`src/rtl/reg_file_pkg.sv`:
```
// Shared widths, address/data types and the live-register predicate for the register file.
// Latency: n/a (constants and a pure function only).
// Backpressure: n/a.
package reg_file_pkg;

    localparam int XLEN  = 32;
    localparam int NREGS = 32;
    localparam int AW    = $clog2(NREGS);

    localparam int unsigned ZERO_REG = 0;

    typedef logic [AW-1:0]   reg_addr_t;
    typedef logic [XLEN-1:0] reg_data_t;

    // True for an index that names real, writable storage (not x0, not past the array).
    function automatic logic reg_live(input int unsigned idx, input int unsigned nregs);
        return (idx != ZERO_REG) && (idx < nregs);
    endfunction

endpackage

```
`src/rtl/reg_file_sb_scoreboard.sv`:
```
// Busy-bit scoreboard: one pending-write flag per register, issue sets, writeback clears.
// Latency: set/clear visible after the clock edge; with BYPASS a completing write hides busy in-cycle.
// Backpressure: none; every issue/clear strobe is accepted in the cycle presented.
module reg_scoreboard #(
    parameter int NREGS  = 32,
    parameter bit BYPASS = 1'b1,
    localparam int AW    = $clog2(NREGS)
) (
    input  logic          clk,
    input  logic          rst_n,
    input  logic          set_en,
    input  logic [AW-1:0] set_addr,
    input  logic          clr_en,
    input  logic [AW-1:0] clr_addr,
    input  logic [AW-1:0] lk1_addr,
    input  logic [AW-1:0] lk2_addr,
    output logic          lk1_busy,
    output logic          lk2_busy
);
    import reg_file_pkg::*;

    logic [NREGS-1:0] busy;
    logic             set_hit;
    logic             clr_hit;
    logic             lk1_fwd_clr;
    logic             lk2_fwd_clr;

    assign set_hit = set_en && reg_live(32'(set_addr), NREGS);
    assign clr_hit = clr_en && reg_live(32'(clr_addr), NREGS);

    // The set is written last so a same-index issue and writeback leaves the new producer pending.
    always_ff @(posedge clk or negedge rst_n) begin
        if (!rst_n) begin
            busy <= '0;
        end else begin
            if (clr_hit) begin
                busy[clr_addr] <= 1'b0;
            end
            if (set_hit) begin
                busy[set_addr] <= 1'b1;
            end
        end
    end

    assign lk1_fwd_clr = BYPASS && clr_en && (clr_addr == lk1_addr);
    assign lk2_fwd_clr = BYPASS && clr_en && (clr_addr == lk2_addr);

    always_comb begin
        lk1_busy = 1'b0;
        lk2_busy = 1'b0;
        if (reg_live(32'(lk1_addr), NREGS)) begin
            lk1_busy = busy[lk1_addr] && !lk1_fwd_clr;
        end
        if (reg_live(32'(lk2_addr), NREGS)) begin
            lk2_busy = busy[lk2_addr] && !lk2_fwd_clr;
        end
    end

endmodule

```
`src/rtl/reg_file_sb.sv`:
```
// Register file with two combinational read ports, one write port and a busy scoreboard.
// Latency: reads zero-cycle; writes visible after the edge (same cycle on the read ports with BYPASS).
// Backpressure: none; writeback and issue are accepted unconditionally.
module reg_file_sb #(
    parameter int NREGS  = 32,
    parameter int XLEN   = 32,
    parameter bit BYPASS = 1'b1,
    localparam int AW    = $clog2(NREGS)
) (
    input  logic            clk,
    input  logic            rst_n,
    input  logic [AW-1:0]   rs1_addr,
    input  logic [AW-1:0]   rs2_addr,
    output logic [XLEN-1:0] rs1_data,
    output logic [XLEN-1:0] rs2_data,
    output logic            rs1_busy,
    output logic            rs2_busy,
    input  logic            wr_en,
    input  logic [AW-1:0]   wr_addr,
    input  logic [XLEN-1:0] wr_data,
    input  logic            issue_en,
    input  logic [AW-1:0]   issue_rd
);
    import reg_file_pkg::*;

    logic [XLEN-1:0] regs [NREGS];
    logic            wr_hit;
    logic            rs1_fwd;
    logic            rs2_fwd;

    assign wr_hit = wr_en && reg_live(32'(wr_addr), NREGS);

    always_ff @(posedge clk or negedge rst_n) begin
        if (!rst_n) begin
            for (int i = 0; i < NREGS; i++) begin
                regs[i] <= '0;
            end
        end else if (wr_hit) begin
            regs[wr_addr] <= wr_data;
        end
    end

    // Forwarding is held off during reset so every read port reports zero while rst_n is low.
    assign rs1_fwd = BYPASS && rst_n && wr_en && (wr_addr == rs1_addr);
    assign rs2_fwd = BYPASS && rst_n && wr_en && (wr_addr == rs2_addr);

    always_comb begin
        rs1_data = '0;
        if (reg_live(32'(rs1_addr), NREGS)) begin
            rs1_data = rs1_fwd ? wr_data : regs[rs1_addr];
        end
    end

    always_comb begin
        rs2_data = '0;
        if (reg_live(32'(rs2_addr), NREGS)) begin
            rs2_data = rs2_fwd ? wr_data : regs[rs2_addr];
        end
    end

    reg_scoreboard #(
        .NREGS  (NREGS),
        .BYPASS (BYPASS)
    ) u_scoreboard (
        .clk      (clk),
        .rst_n    (rst_n),
        .set_en   (issue_en),
        .set_addr (issue_rd),
        .clr_en   (wr_en),
        .clr_addr (wr_addr),
        .lk1_addr (rs1_addr),
        .lk2_addr (rs2_addr),
        .lk1_busy (rs1_busy),
        .lk2_busy (rs2_busy)
    );

endmodule

```
`config.mk`:
```
export PLATFORM = sky130hd
export DESIGN_NAME = reg_file_sb
export DESIGN_NICKNAME = d
export VERILOG_FILES = /design/src/rtl/reg_file_pkg.sv /design/src/rtl/reg_file_sb_scoreboard.sv /design/src/rtl/reg_file_sb.sv
export SDC_FILE = /design/constraint.sdc
export NUM_CORES = 2
export LEC_CHECK = 0
export ABC_AREA = 1
export BUFFER_PORTS_ARGS = -buffer_cell sky130_fd_sc_hd__buf_2
export CAP_MARGIN = 20
export CORE_MARGIN = 5
export CORE_UTILIZATION = 40
export CTS_CLUSTER_DIAMETER = 120
export DETAILED_ROUTE_END_ITERATION = 8
export PLACE_DENSITY = 0.55
export SLEW_MARGIN = 0
export SYNTH_ARGS = -nofsm -noshare
export SYNTH_HDL_FRONTEND = slang
export SYNTH_SLANG_ARGS = --single-unit
```
`constraint.sdc`:
```
create_clock -name clk -period 1.3 [get_ports clk]
set_input_delay 0 -clock clk [delete_from_list [all_inputs] [get_ports clk]]
set_output_delay 0 -clock clk [all_outputs]
set_load 0.005 [all_outputs]
```
==> summary.md <==
| Metric | Value |
|---|---|
| Largest family of logic cells by synthesized area | simple AND/OR/NAND/NOR gates |
| Mapped Avg Cell Area | 6.95 um^2 |
| Max_cap viols | 0 |
| Post-Synth Simple-Gate Area | 0.275 |
| P_sw | 0.0362 W |
| Top-count cell post-synth | nand2_1 |
| CP max stage delay | 380 ps |
| CTS sink cnt | 1056 |
| Proportion of layout cells with a drive suffix above 1 | 0.227 |
| Actual slew at the worst max-slew pin | 1020 ps |
| CTS clk-pin slew, worst paths | 60 ps |
| Final Slew Violations | 0 |
| Final hold vios | 0 |
| GRT Overall Usage | 0.327 |
| Clock tree buffer depth | 3 |
| CTS root buf | clkbuf_16 |
| Clock power share | 0.352 |
| Total power | 0.111 W |
| Die area | 160000 um^2 |
| Post-layout min period | 2200 ps |
| Crit end category | output pin |
| Sequential fraction of the synthesis area | 0.433 |
| Placed instance area | 70900 um^2 |
| DRC viols | 0 |
| CTS tree | yes |
| First-pass GRT wire length | 400 mm |
| Library cells used by synthesis | 31 |
| Compound-gate portion of the synthesized area | 0.181 |
| Synth Cell Area | 61000 um^2 |
| Sw frac | 0.326 |
| Initial core utilization | 0.402 |
| Final instance area | 79400 um^2 |
| Critical path required time | 1300 ps |
| Cell Int Power | 0.0749 W |
| Cts bufs inserted | 133 |
| Antenna-violating nets left | 0 |
| Critical Path AT | 2200 ps |
| Async set-reset flop share out of synthesis | 1.00 |
| Final setup TNS | -50310 ps |
| Routed Wire Length | 274 mm |
| Worst slew margin | 0.317 |
| Most used cell, CP | nand2_1 |
| Failing checks | setup timing |
| Critical path class | reg -> out |
| Die Wd | 400 um |
| Fmax | 455 MHz |
| Reg power frac | 0.392 |
| Dpl ws | -780 ps |
| Adder-cell share of the synthesized area | 0 |
| EDFF count, synth | 0 |
| CORE AREA | 152000 um^2 |
| Synth area leaders | dfrtp_1 43%, nand2_1 16%, o21ai_0 10% |
| Largest net degree at the start of global routing | 119 |
| Cell breakdown of the critical path | or2_4 > nand3_2 > nand3_2 > nand2_1 > nand2_1 > nand2_1 > nand2_1 > nor2_2 > nor2_4 > buf_2 |
| Main synth FF type | dfrtp_1 |
| Commonest cells post-synth | 2589 x nand2_1, 1245 x o21ai_0, 1056 x dfrtp_1 |
| Vias in the first global route | 60600 |
| Post-Synth XOR/XNOR Area | 0.000718 |
| Tcrit/Tclk final | 1.69 |
| Post-synthesis mux area share | 0 |
| Drt wl/cell | 24.0 um |
| Die Ht | 400 um |
| R2R setup slack | 80 ps |
| Pleak | 36.9 nW |
| Gpl congestion | 0.930 |
| Crit path max fanout | 2 |
| Starting DRT DRC Count | 7900 |
| Hold Path Class | in -> reg |
| Critical Path Source Type | flip-flop |
| Ports | 122 |
| Max VDD drop | 0.00139 V |
| Clk_lat worst skew | 790 ps |
| Row count | 143 |
| Filler Cell Count | 14800 |
| Count of input and output buffers | 121 |
| Initial antenna violation count | 10 |
| Power per cell area | 1400 nW/um^2 |
| Dpl hpwl | 173 mm |
| Syn_nets | 8833 |
| Nets@finish | 9305 |
| Critical Path Slowest Stage Cell | dfrtp_1 |
| Clock skew | 0 ps |
| Post-synthesis register bit count | 1056 |
| Fin worst setup slack | -898 ps |
| Drt via density | 5.68 |
| Drt pass-1 iters | 8 |
| Status | complete, but fails checks |
| H-tree depth | 4 |
| Final setup fails | 66 |
| Logic pwr share | 0.256 |
| Top cell type by total area after synthesis | dfrtp_1 |
| Area Overhead vs Synth | 30.3% |
| Routed via count | 64800 |
| Grt ovf | 0 |
| Worst hold slack | 56.4 ps |
| Ys Warns | 0 |
| RSZ-0062 raised after global routing | true |
| Post-synth top area share | 0.433 |
| Synth Instances | 8777 |
==> logic make-up after synthesis <==
kind of cell,count (synthesis)
AND/OR/NAND/NOR,4050
XOR/XNOR,5
flip-flops,1056
buffers and inverters,1618
AO/OA/AOI/OAI,2048
==> worst paths after layout <==
check	endpoint	start	cells after the start
worst max-delay path	rs2_data[3]	regs[227]$_DFFE_PN0P_	10
worst min-delay path	regs[253]$_DFFE_PN0P_	wr_addr[4]	7
worst max register to register	u_scoreboard.busy[24]$_DFF_PN0_	u_scoreboard.busy[24]$_DFF_PN0_	3
worst min register to register	regs[995]$_DFFE_PN0P_	regs[995]$_DFFE_PN0P_	0
max in group asynchronous	regs[187]$_DFFE_PN0P_	rst_n	5
min in group asynchronous	regs[552]$_DFFE_PN0P_	rst_n	4
==> registers in the layout (all words and copies together) (netlist names) <==
signal and flops:
u_scoreboard.busy 32, regs 1024
==> placed cells by master (no fill, tap or decap), drive strengths merged <==
cell type,count
bufinv,12
nand3,1027
dfrtp,1056
o22ai,20
nand2,2590
buf,1068
nor3,6
dlygate4sd3,50
clkinvlp,1
xnor2,2
or2,74
dlymetal6s4s,3
a21oi,352
inv,831
clkinv,27
o21a,5
nand4,5
clkbuf,202
o21ai,1380
and3,1
nor2,347
xor2,3
o211ai,291
diode,8
==> power by group through the flow <==
| stage | sequential [W] | combinational (W) | clock, W |
|---|---|---|---|
| global route | 0.0442 | 0.0317 | 0.0409 |
| finish | 0.0436 | 0.0285 | 0.0390 |
| detailed placement | 0.0437 | 0.0255 | 0 |
| floorplan | 0.0429 | 0.0153 | 0 |
| CTS | 0.0433 | 0.0272 | 0.0395 |
| global placement | 0.0435 | 0.0250 | 0 |
==> worst max-delay path: cells and delay by family, from the launching register on <==
kind                   cells  cell delay, ps
buffers and inverters      1             150
DFF                        1             380
and+or+nand+nor            9             870
==> final cells by class <==
class / instances / area [um^2] / share of cell area
inverter: 827 / 3150 / 0.0396
clock inverter: 44 / 598 / 0.00753
clock buffer: 195 / 3930 / 0.0494
sequential: 1056 / 26400 / 0.333
multi-input combinational: 6103 / 30800 / 0.388
tap: 2030 / 2540 / 0.0320
antenna: 8 / 20.0 / 0.000252
timing repair buffer: 1128 / 11900 / 0.150
==> layer usage <==
metal  vias up  track usage  wire (um)
met5         -            0         13
met4         2        0.166      16100
met3       729       0.0616      25500
met2      3454        0.501     120000
met1     31100        0.443     112000
li1      29400            -          -
==> what timing repair did <==
| item | 4_1_cts | 5_1_grt |
|---|---|---|
| buffers inserted | 27 | 34 |
| cloned | 0 | 8 |
| endpoints found under the hold margin | 2054 | 3 |
| hold buffers | 53 | 1 |
| pin swaps | 361 | 320 |
| gates resized for setup | 635 | 380 |
| setup endpoints to repair | 66 | 317 |
==> per-stage QoR <==
stage	util	std cells
after floorplan	-	8777
after global placement	0.467	11000
after detailed placement	0.467	11000
after CTS	0.514	11300
after global routing	0.523	11400
final	0.524	11400
No activity file was read; power rests on OpenSTA's default activity.
